==> src/rtl/systolic_pkg.sv <==
// Shared constants, drain FSM state type and c_flat unpack helper for the
// 4x4 systolic array and its result drain.
package systolic_pkg;

    localparam int N      = 4;
    localparam int CW     = 33;
    localparam int NUM_PE = N * N;
    localparam int IDX_W  = $clog2(NUM_PE);
    localparam int RC_W   = $clog2(N);

    typedef enum logic {
        IDLE,
        STREAM
    } drain_state_e;

    // Element (r,c) of the flattened PE result bus.
    function automatic logic [CW-1:0] unpack_pe(input logic [NUM_PE*CW-1:0] c_flat,
                                                input int r, input int c);
        return c_flat[(r*N+c)*CW +: CW];
    endfunction

endpackage

==> src/rtl/systolic_result_drain.sv <==
// Snapshots all PE accumulators on capture and streams them out row-major
// over valid/ready, so the array can be reloaded while results drain.
module systolic_result_drain
    import systolic_pkg::*;
#(
    parameter int N  = systolic_pkg::N,
    parameter int CW = systolic_pkg::CW
) (
    input  logic                 clk,
    input  logic                 rst_n,
    input  logic [N*N*CW-1:0]    c_flat,
    input  logic                 capture,
    input  logic                 overrun_clr,
    output logic                 out_valid,
    input  logic                 out_ready,
    output logic [CW-1:0]        out_data,
    output logic [$clog2(N)-1:0] out_row,
    output logic [$clog2(N)-1:0] out_col,
    output logic                 out_last,
    output logic                 busy,
    output logic                 overrun
);

    localparam int NPE = N * N;
    localparam int IW  = $clog2(NPE);
    localparam int RW  = $clog2(N);
    localparam logic [IW-1:0] LAST_IDX = IW'(NPE - 1);

    drain_state_e  state_q, state_d;
    logic [IW-1:0] idx_q;
    logic [CW-1:0] rbuf [NPE];
    logic          overrun_q;

    logic hs, at_last, frame_done, load, ovr_set;

    assign hs         = (state_q == STREAM) && out_ready;
    assign at_last    = (idx_q == LAST_IDX);
    assign frame_done = hs && at_last;
    // A capture on the final handshake chains the next frame with no bubble.
    assign load       = capture && ((state_q == IDLE) || frame_done);
    assign ovr_set    = capture && !load;

    always_ff @(posedge clk or negedge rst_n) begin
        if (!rst_n) state_q <= IDLE;
        else        state_q <= state_d;
    end

    always_comb begin
        state_d = state_q;
        case (state_q)
            IDLE:    if (capture) state_d = STREAM;
            STREAM:  if (frame_done && !capture) state_d = IDLE;
            default: state_d = IDLE;
        endcase
    end

    always_ff @(posedge clk or negedge rst_n) begin
        if (!rst_n)                  idx_q <= '0;
        else if (load || frame_done) idx_q <= '0;
        else if (hs)                 idx_q <= idx_q + IW'(1);
    end

    // Snapshot storage needs no reset: it is only observed while streaming.
    always_ff @(posedge clk) begin
        if (load) begin
            for (int i = 0; i < NPE; i++)
                rbuf[i] <= c_flat[i*CW +: CW];
        end
    end

    always_ff @(posedge clk or negedge rst_n) begin
        if (!rst_n)           overrun_q <= 1'b0;
        else if (ovr_set)     overrun_q <= 1'b1;
        else if (overrun_clr) overrun_q <= 1'b0;
    end

    always_comb begin
        out_valid = 1'b0;
        busy      = 1'b0;
        out_data  = '0;
        out_row   = '0;
        out_col   = '0;
        out_last  = 1'b0;
        if (state_q == STREAM) begin
            out_valid = 1'b1;
            busy      = 1'b1;
            out_data  = rbuf[idx_q];
            out_row   = RW'(32'(idx_q) / N);
            out_col   = RW'(32'(idx_q) % N);
            out_last  = at_last;
        end
    end

    assign overrun = overrun_q;

endmodule

==> config.mk <==
export PLATFORM = sky130hd
export DESIGN_NAME = systolic_result_drain
export DESIGN_NICKNAME = d
export VERILOG_FILES = /design/src/rtl/systolic_pkg.sv /design/src/rtl/systolic_result_drain.sv
export SDC_FILE = /design/constraint.sdc
export NUM_CORES = 1
export LEC_CHECK = 0
export ABC_AREA = 1
export BUFFER_PORTS_ARGS = -buffer_cell sky130_fd_sc_hd__buf_2
export CAP_MARGIN = 20
export CORE_MARGIN = 4
export CORE_UTILIZATION = 45
export DETAILED_ROUTE_END_ITERATION = 6
export GPL_TIMING_DRIVEN = 0
export PLACE_DENSITY = 0.74
export SLEW_MARGIN = 0
export SYNTH_ARGS = -nofsm -noshare
export SYNTH_HDL_FRONTEND = slang
export SYNTH_SLANG_ARGS = --single-unit
==> constraint.sdc <==
create_clock -name clk -period 34.9 [get_ports clk]
set_input_delay 3.49 -clock clk [delete_from_list [all_inputs] [get_ports clk]]
set_output_delay 3.49 -clock clk [all_outputs]
set_load 0.03 [all_outputs]
==> results of run 1 <==
placed cells by master, fill, tap and decap left out, drive strengths merged, types with 6 or more instances in the layout:
master,instances
dfrtp,6
nor2,7
inv,278
a21oi,34
buf,686
nand3,334
bufinv,6
diode,14
edfxtp,528
nand2,800
clkinv,32
clkbuf,79
power by group:
group / switching, uW / leakage (uW) / total (uW) / internal, uW
registers: 7.96 / 0.00482 / 747 / 740
clock network: 253 / 0.000893 / 595 / 341
logic: 609 / 0.00711 / 839 / 230
total: 870 / 0.0128 / 2180 / 1310
metrics by stage:
stage | total power (uW) | cells | utilization
after global placement | 1610 | 3344 | 0.534
after detailed placement | 1590 | 3361 | 0.542
after CTS | 2180 | 3464 | 0.578
after floorplan | 1270 | 2107 | -
final | 2180 | 3478 | 0.579
after global routing | 2270 | 3472 | 0.579
worst paths after layout:
path,from,to,depth (start not counted)
min in group asynchronous,rst_n,overrun$_DFFE_PN0P_,1
max,idx_q[1]$_DFFE_PN0P_,out_data[19],8
max reg2reg,idx_q[3]$_DFFE_PN0P_,rbuf[12][8]$_DFFE_PP_,9
min reg2reg,overrun$_DFFE_PN0P_,overrun$_DFFE_PN0P_,2
max in group asynchronous,rst_n,state_q$_DFF_PN0_,1
min,overrun$_DFFE_PN0P_,overrun$_DFFE_PN0P_,2
registers in the layout, indices dropped and copies added, names as in the netlist:
signal and flops:
rbuf 528, state_q 1, overrun 1, idx_q 4
final cells by class:
class / count / area [um^2]
diodes: 14 / 35.0
plain buffers: 114 / 703
clock buffers: 61 / 1440
clock inverters: 42 / 367
fillers: 4103 / 20800
inverters: 277 / 1040
multi-input cells: 1182 / 4930
flip-flops and latches: 534 / 16000
well taps: 664 / 831
repair buffers: 590 / 3220
worst max-delay path, cell delays in order, from the launching register on:
cell and delay [ns]:
dfrtp_1 0.39, buf_4 0.20, buf_2 0.35, buf_2 0.33
nand3_1 0.11, nand3_1 0.28, nand3_1 0.29, a21oi_1 0.29
buf_2 0.26
cell families (layout without fill, tap and decap cells):
| family | after synthesis | after routing |
|---|---|---|
| AND/OR/NAND/NOR | 1141 | 1141 |
| XOR/XNOR | 2 | 2 |
| AO/OA/AOI/OAI | 38 | 38 |
| other | 0 | 14 |
| flip-flops | 534 | 534 |
| buffers and inverters | 391 | 1084 |
| adder cells (fa/ha/maj) | 1 | 1 |
per-layer routing:
metal | part of all wire | up-vias | wire length, um | global-route usage
li1 | - | 8231 | - | -
met5 | 0.00074 | - | 57 | 0
met2 | 0.50 | 1043 | 38600 | 0.481
met4 | 0.029 | 10 | 2240 | 0.0837
met3 | 0.10 | 149 | 7760 | 0.0530
met1 | 0.37 | 8511 | 28900 | 0.353
==> impl_metrics.env, run 1 <==
export IMPL_critical_path_arrival_ns=3.13
export IMPL_fin_ws_ns=28.28
export IMPL_placed_area_mm2=0.0267
export IMPL_coreArea_mm2=0.0494
export IMPL_grt_max_degree=41
export IMPL_critPathMaxFanout=10
export IMPL_final_min_clock_period_ns=6.62
export IMPL_htreeDepth=2
export IMPL_crit_required_ns=31.41
export IMPL_grt_ovfl_total=0
export IMPL_cts_tree="built"
export IMPL_ff2ff_setup_slack_ns=32.19
export IMPL_preCtsSetupSlack_ns=28.84
export IMPL_synth_seq_area_share=0.706
export IMPL_yosysMostFrequentCell="nand2_1"
export IMPL_p_leak_uw=0.0128
export IMPL_clockRootBuffer="clkbuf_16"
export IMPL_finalSetupViolCount=0
export IMPL_dieArea_mm2=0.0540
export IMPL_finalCritPeriodShare=0.190
export IMPL_yosysUniqueCellTypes=19
export IMPL_synth_cells=2107
export IMPL_end_kind="output port"
export IMPL_dp_hpwl_um=58200
export IMPL_synth_top_cells_by_area="edfxtp_1 70%, nand2_1 13%, nand3_1 7.4%, inv_1 4.5%, buf_2 1.2%"
export IMPL_design_area_mm2=0.0286
export IMPL_via_per_inst=5.16
export IMPL_grt_pass1_vias=17700
export IMPL_drv_cap=0
export IMPL_syn_area_per_cell_um2=10.8
export IMPL_drc_errors=0
export IMPL_grt_pass1_wl_um=109000
export IMPL_nets=3289
export IMPL_tns_ns=0
export IMPL_synth_top_area_frac=0.699
export IMPL_synth_nets=2641
export IMPL_critPathKind="register to output port"
export IMPL_area_growth_syn_to_layout_pct=26.0
export IMPL_finalHoldViolations=0
export IMPL_yosys_most_used_dff="edfxtp_1"
export IMPL_finalClockSkew_ns=0.0201
export IMPL_gp_congestion=0.916
export IMPL_yosysWarnings=0
export IMPL_power_density_mw_per_mm2=76.3
export IMPL_synth_xor_area_frac=0.000773
export IMPL_rows=81
export IMPL_ant_nets=0
export IMPL_synth_edf_count=528
export IMPL_yosys_area_share_simple=0.207
export IMPL_worst_slew_pin_slew_ns=1.12
export IMPL_yosys_register_bits=534
export IMPL_synthTopCellsByCount="800 x nand2_1, 528 x edfxtp_1, 334 x nand3_1"
export IMPL_wl_per_cell_um=22.3
export IMPL_clock_latency_ns=0.60
export IMPL_clk_pin_slew_ns=0.06
export IMPL_rsz0062_at_grt="no"
export IMPL_clkSinkCount=534
export IMPL_cts_buffer_depth=3
export IMPL_io_buffers=573
export IMPL_synth_area_mm2=0.0227
export IMPL_synth_top_family_by_area="simple AND/OR/NAND/NOR gates"
export IMPL_boundaryPins=574
export IMPL_antenna_found_initial=16
export IMPL_async_reset_ff_frac=0.0112
export IMPL_irDropWorstVdd_uv=47.6
export IMPL_ctsResizeCount=0
export IMPL_synth_compound_area_share=0.00839
export IMPL_muxShareOfSynthArea=0
export IMPL_grt_use_total=0.276
export IMPL_hold_buffers=0
export IMPL_totalWireLength_um=77500
export IMPL_slew_viol_final=0
export IMPL_yosysTopAreaCell="edfxtp_1"
export IMPL_die_x_um=232
export IMPL_num_vias=17900
export IMPL_dr_pass1_iters=5
export IMPL_hold_class="register to register"
export IMPL_cts_buffers=56
export IMPL_worstSetupStartpointType="register"
export IMPL_relSlewSlack=0.252
export IMPL_synth_adder_area_share=0.000552
export IMPL_drt_iter0_drc=1854
export IMPL_fmax_mhz=151
export IMPL_die_h_um=232
export IMPL_outcome="complete, no violations"
export IMPL_timing_hold_ws_ns=0.540
export IMPL_postCtsSetupRepairBufs=0
export IMPL_drive_gt1_frac=0.274
export IMPL_start_util=0.459
Power figures use the tool's default switching activity.
==> inputs of run 2 (changes only) <==
==> constraint.sdc (replaced) <==
create_clock -name clk -period 6.3 [get_ports clk]
set_input_delay 0.63 -clock clk [delete_from_list [all_inputs] [get_ports clk]]
set_output_delay 0.63 -clock clk [all_outputs]
set_load 0.03 [all_outputs]
==> run 2 against run 1 <==
  * Setup slack got worse by 26 ns
  * First-iteration DRC count decreased by 2.3%
  * Critical path type unchanged
  * Sequential share of layout area decreased by 0.084 points
  * Global-route usage increased by 0.35 points
==> impl_metrics.env, run 2 (same netlist as run 1, synthesis figures left out) <==
export IMPL_area_growth_syn_to_layout_pct=26.2
export IMPL_finalHoldViolations=0
export IMPL_slowest_delay_ns=0.35
export IMPL_clk_pin_slew_ns=0.07
export IMPL_cts_buffers=56
export IMPL_dieArea_mm2=0.0540
export IMPL_coreArea_mm2=0.0494
export IMPL_power_density_mw_per_mm2=423
export IMPL_antenna_found_initial=18
export IMPL_clock_latency_ns=0.61
export IMPL_end_kind="output port"
export IMPL_rsz0062_at_grt="no"
export IMPL_drt_iter0_drc=1811
export IMPL_rows=81
export IMPL_dr_pass1_iters=6
export IMPL_relSlewSlack=0.300
export IMPL_totalWireLength_um=78300
export IMPL_finalCritPeriodShare=0.594
export IMPL_io_buffers=573
export IMPL_slew_viol_final=0
export IMPL_grt_pass1_vias=18100
export IMPL_outcome="complete, no violations"
export IMPL_die_h_um=232
export IMPL_cts_tree="built"
export IMPL_hold_class="primary input to register"
export IMPL_irDropWorstVdd_uv=236
export IMPL_dp_hpwl_um=59100
export IMPL_multiInputGateArea_mm2=0.00496
export IMPL_critical_path_arrival_ns=3.11
export IMPL_worst_slew_pin_slew_ns=1.05
export IMPL_clockRootBuffer="clkbuf_16"
export IMPL_crit_path_cell_trace="buf_4 > buf_2 > buf_2 > nand3_1 > nand3_1 > nand3_1 > a21oi_1 > buf_2"
export IMPL_htreeDepth=2
export IMPL_nets=3290
export IMPL_gp_congestion=0.921
export IMPL_drc_errors=0
export IMPL_num_vias=18000
export IMPL_clkSinkCount=534
export IMPL_cts_buffer_depth=3
export IMPL_finalSetupViolCount=0
export IMPL_timing_hold_ws_ns=0.190
export IMPL_postCtsSetupRepairBufs=0
export IMPL_final_cell_mix="799 x nand2_1, 628 x buf_2, 528 x edfxtp_1"
export IMPL_critPathKind="register to output port"
export IMPL_via_per_inst=5.18
export IMPL_fmax_mhz=267
export IMPL_finalClockSkew_ns=0.0165
export IMPL_drv_cap=0
export IMPL_largest_reg_flops=528
export IMPL_slowest_stage="buf_2"
export IMPL_crit_buf_inv=4
export IMPL_layout_commonest_cell="nand2_1"
export IMPL_grt_ovfl_total=0
export IMPL_regArea_mm2=0.0160
export IMPL_boundaryPins=574
export IMPL_top_register="rbuf"
export IMPL_worstSetupStartpointType="register"
export IMPL_start_util=0.459
export IMPL_fin_ws_ns=2.56
export IMPL_crit_required_ns=5.67
export IMPL_critPathMaxFanout=10
export IMPL_grt_use_total=0.280
export IMPL_drive_gt1_frac=0.272
export IMPL_grt_max_degree=39
export IMPL_grt_pass1_wl_um=110000
export IMPL_largest_registers="rbuf x528, idx_q x4"
export IMPL_hold_buffers=1
export IMPL_n_fill_cell=4086
export IMPL_die_x_um=232
export IMPL_ant_nets=0
export IMPL_p_leak_uw=0.0128
export IMPL_ctsResizeCount=0
export IMPL_wl_per_cell_um=22.5
export IMPL_cp_top_family="buffers and inverters"
export IMPL_final_min_clock_period_ns=3.74
export IMPL_preCtsSetupSlack_ns=2.89
==> run 2: worst paths after layout <==
path | startpoint | endpoint | slack (ns) | depth (start not counted)
worst min register to register | overrun$_DFFE_PN0P_ | overrun$_DFFE_PN0P_ | 0.55 | 2
worst min-delay path | c_flat[430] | rbuf[13][1]$_DFFE_PP_ | 0.19 | 1
max in group asynchronous | rst_n | state_q$_DFF_PN0_ | 5.73 | 2
min in group asynchronous | rst_n | overrun$_DFFE_PN0P_ | 0.39 | 2
worst max register to register | idx_q[3]$_DFFE_PN0P_ | rbuf[5][13]$_DFFE_PP_ | 2.89 | 11
worst max-delay path | idx_q[1]$_DFFE_PN0P_ | out_data[19] | 2.56 | 8
==> run 2: layer usage <==
layer  GRT usage  part of all wire  vias up
li1            -                 -     8234
met1       0.353              0.37     8486
met2       0.478              0.49     1097
met3      0.0552              0.10      207
met4       0.112             0.042       14
met5           0            0.0011        -
==> run 2: layout make-up <==
cell class                 instances  area share
sequential                       534       0.559
multi-input combinational       1182       0.173
timing repair buffer             591       0.113
clock buffer                      74      0.0531
inverter                         277      0.0364
tap                              664      0.0290
buffer                           114      0.0246
clock inverter                    30     0.00970
antenna                           13     0.00114
==> run 2: metrics by stage <==
| step | setup TNS (ns) | area [um^2] | total power (uW) | utilization | cells |
|---|---|---|---|---|---|
| floorplan | -1456.87 | 22700 | 6930 | - | 2107 |
| finish | 0 | 28600 | 12100 | 0.580 | 3479 |
| global placement | -2863.35 | 26400 | 8800 | 0.535 | 3344 |
| CTS | 0 | 28600 | 12100 | 0.579 | 3466 |
| global route | 0 | 28600 | 12600 | 0.580 | 3473 |
| detailed placement | 0 | 26800 | 8830 | 0.543 | 3361 |
==> run 2: report_power, final <==
part / total (uW) / leakage, uW / internal [uW] / switching [uW]
sequential: 4140 / 0.00482 / 4100 / 42.9
clock: 3280 / 0.000883 / 1900 / 1390
combinational: 4670 / 0.00713 / 1280 / 3390
total: 12100 / 0.0128 / 7270 / 4820
==> inputs of run 3 (changes only) <==
==> constraint.sdc (replaced) <==
create_clock -name clk -period 3.5 [get_ports clk]
set_input_delay 0.35 -clock clk [delete_from_list [all_inputs] [get_ports clk]]
set_output_delay 0.35 -clock clk [all_outputs]
set_load 0.03 [all_outputs]
==> run 3 against run 2 <==
  * Critical path depth stayed put
  * Cell area is 18% higher
  * Combinational power is 99% higher
  * Total power is 85% higher
==> impl_metrics.env, run 3 (same netlist as run 1, synthesis figures left out) <==
export IMPL_outcome="complete, no violations"
export IMPL_finalCritPeriodShare=0.973
export IMPL_io_buffers=573
export IMPL_preCtsSetupSlack_ns=0.201
export IMPL_cts_tree="built"
export IMPL_power_density_mw_per_mm2=665
export IMPL_cts_buffers=54
export IMPL_top_register="rbuf"
export IMPL_slew_viol_final=0
export IMPL_final_core_util=0.683
export IMPL_grt_pass1_vias=23000
export IMPL_worstSetupStartpointType="register"
export IMPL_totalWireLength_um=100000
export IMPL_wl_per_cell_um=25.1
export IMPL_drv_cap=0
export IMPL_hp_start="capture"
export IMPL_coreArea_mm2=0.0494
export IMPL_relSlewSlack=0.324
export IMPL_rows=81
export IMPL_dp_hpwl_um=59200
export IMPL_crit_required_ns=3.15
export IMPL_fmax_mhz=294
export IMPL_final_min_clock_period_ns=3.40
export IMPL_p_leak_uw=0.0149
export IMPL_crit_path_cell_trace="buf_4 > clkbuf_4 > buf_2 > nand3_1 > nand3_1 > nand3_1 > a21oi_1 > buf_2"
export IMPL_htreeDepth=2
export IMPL_clock_latency_ns=0.61
export IMPL_drc_errors=0
export IMPL_clockRootBuffer="clkbuf_16"
export IMPL_die_x_um=232
export IMPL_drive_gt1_frac=0.226
export IMPL_rsz0062_at_grt="no"
export IMPL_critPathMaxFanout=10
export IMPL_layout_commonest_cell="nand2_1"
export IMPL_r2r_start="idx_q[3]$_DFFE_PN0P_"
export IMPL_irDropWorstVdd_uv=470
export IMPL_dieArea_mm2=0.0540
export IMPL_start_util=0.459
export IMPL_nets=3817
export IMPL_via_per_inst=5.54
export IMPL_grt_pass1_wl_um=142000
export IMPL_hold_class="primary input to register"
export IMPL_gp_congestion=0.920
export IMPL_die_h_um=232
export IMPL_clk_pin_slew_ns=0.06
export IMPL_finalHoldViolations=0
export IMPL_cts_buffer_depth=3
export IMPL_drt_iter0_drc=3120
export IMPL_grt_ovfl_total=0
export IMPL_slowest_delay_ns=0.40
export IMPL_end_kind="output port"
export IMPL_finalClockSkew_ns=0.0173
export IMPL_finalSetupViolCount=0
export IMPL_slowest_stage="dfrtp_1"
export IMPL_grt_max_degree=40
export IMPL_fin_ws_ns=0.0960
export IMPL_worst_slew_pin_slew_ns=1.01
export IMPL_critPathKind="register to output port"
export IMPL_path_common_cell="nand3_1"
export IMPL_final_cell_mix="799 x nand2_1, 627 x buf_2, 530 x dlygate4sd3_1"
export IMPL_startpoint="idx_q[1]$_DFFE_PN0P_"
export IMPL_largest_reg_flops=528
export IMPL_boundaryPins=574
export IMPL_critical_path_arrival_ns=3.05
export IMPL_largest_registers="rbuf x528, idx_q x4"
export IMPL_timing_hold_ws_ns=0.0480
export IMPL_antenna_found_initial=14
export IMPL_ant_nets=0
export IMPL_clkSinkCount=534
export IMPL_grt_use_total=0.359
export IMPL_area_growth_syn_to_layout_pct=48.7
export IMPL_dr_pass1_iters=6
export IMPL_num_vias=22100
run 3: where the power goes:
part           internal (uW)  switching (uW)
clock                   3070            2550
sequential              7380             103
combinational           2690            6610
total                  13100            9270
run 3: what timing repair did:
item                       in CTS  in global routing
hold endpoints to repair      535                  0
resized for setup               1                  2
setup endpoints to repair       1                  2
hold buffers                  530                  0
buffers inserted                0                  0
run 3: final cells by class:
class | instances | area (um^2)
Clock buffer | 69 | 1430
Multi-Input combinational cell | 1182 | 4940
Inverter | 277 | 1040
Antenna cell | 18 | 45.0
Timing Repair Buffer | 1120 | 8540
Sequential cell | 534 | 16000
Clock inverter | 20 | 168
Buffer | 114 | 707
Tap cell | 664 | 831
Fill cell | 3150 | 15600
run 3: final timing paths:
check | to | slack [ns] | cells after the start
max | out_data[18] | 0.1 | 8
min | state_q$_DFF_PN0_ | 0.05 | 3
max reg2reg | rbuf[1][14]$_DFFE_PP_ | 0.13 | 10
min reg2reg | overrun$_DFFE_PN0P_ | 0.62 | 2
max in group asynchronous | state_q$_DFF_PN0_ | 3.19 | 2
min in group asynchronous | overrun$_DFFE_PN0P_ | 0.13 | 2
run 3: critical path: cells and delay by family (launching register included):
family / cells / cell delay, ns
buf+inv: 4 / 1.06
flops: 1 / 0.40
simple gates: 3 / 0.70
compound gates: 1 / 0.26
run 3: metrics by stage:
stage / cell area, um^2 / std cells / setup TNS, ns / total power [uW]
2_1_floorplan: 22700 / 2107 / -2910.87 / 12500
3_3_place_gp: 26400 / 3344 / -4313.75 / 15800
3_5_place_dp: 26800 / 3361 / 0 / 15900
4_1_cts: 33700 / 3980 / 0 / 21700
5_1_grt: 33700 / 3992 / 0 / 23100
6_report: 33700 / 3998 / 0 / 22400
run 3: layer usage:
layer / track usage / up-vias / wire (um)
met4: 0.229 / 2 / 7810
met2: 0.614 / 2121 / 48600
met1: 0.406 / 10200 / 32800
met3: 0.0798 / 554 / 11200
li1: - / 9273 / -
met5: 0 / - / 13
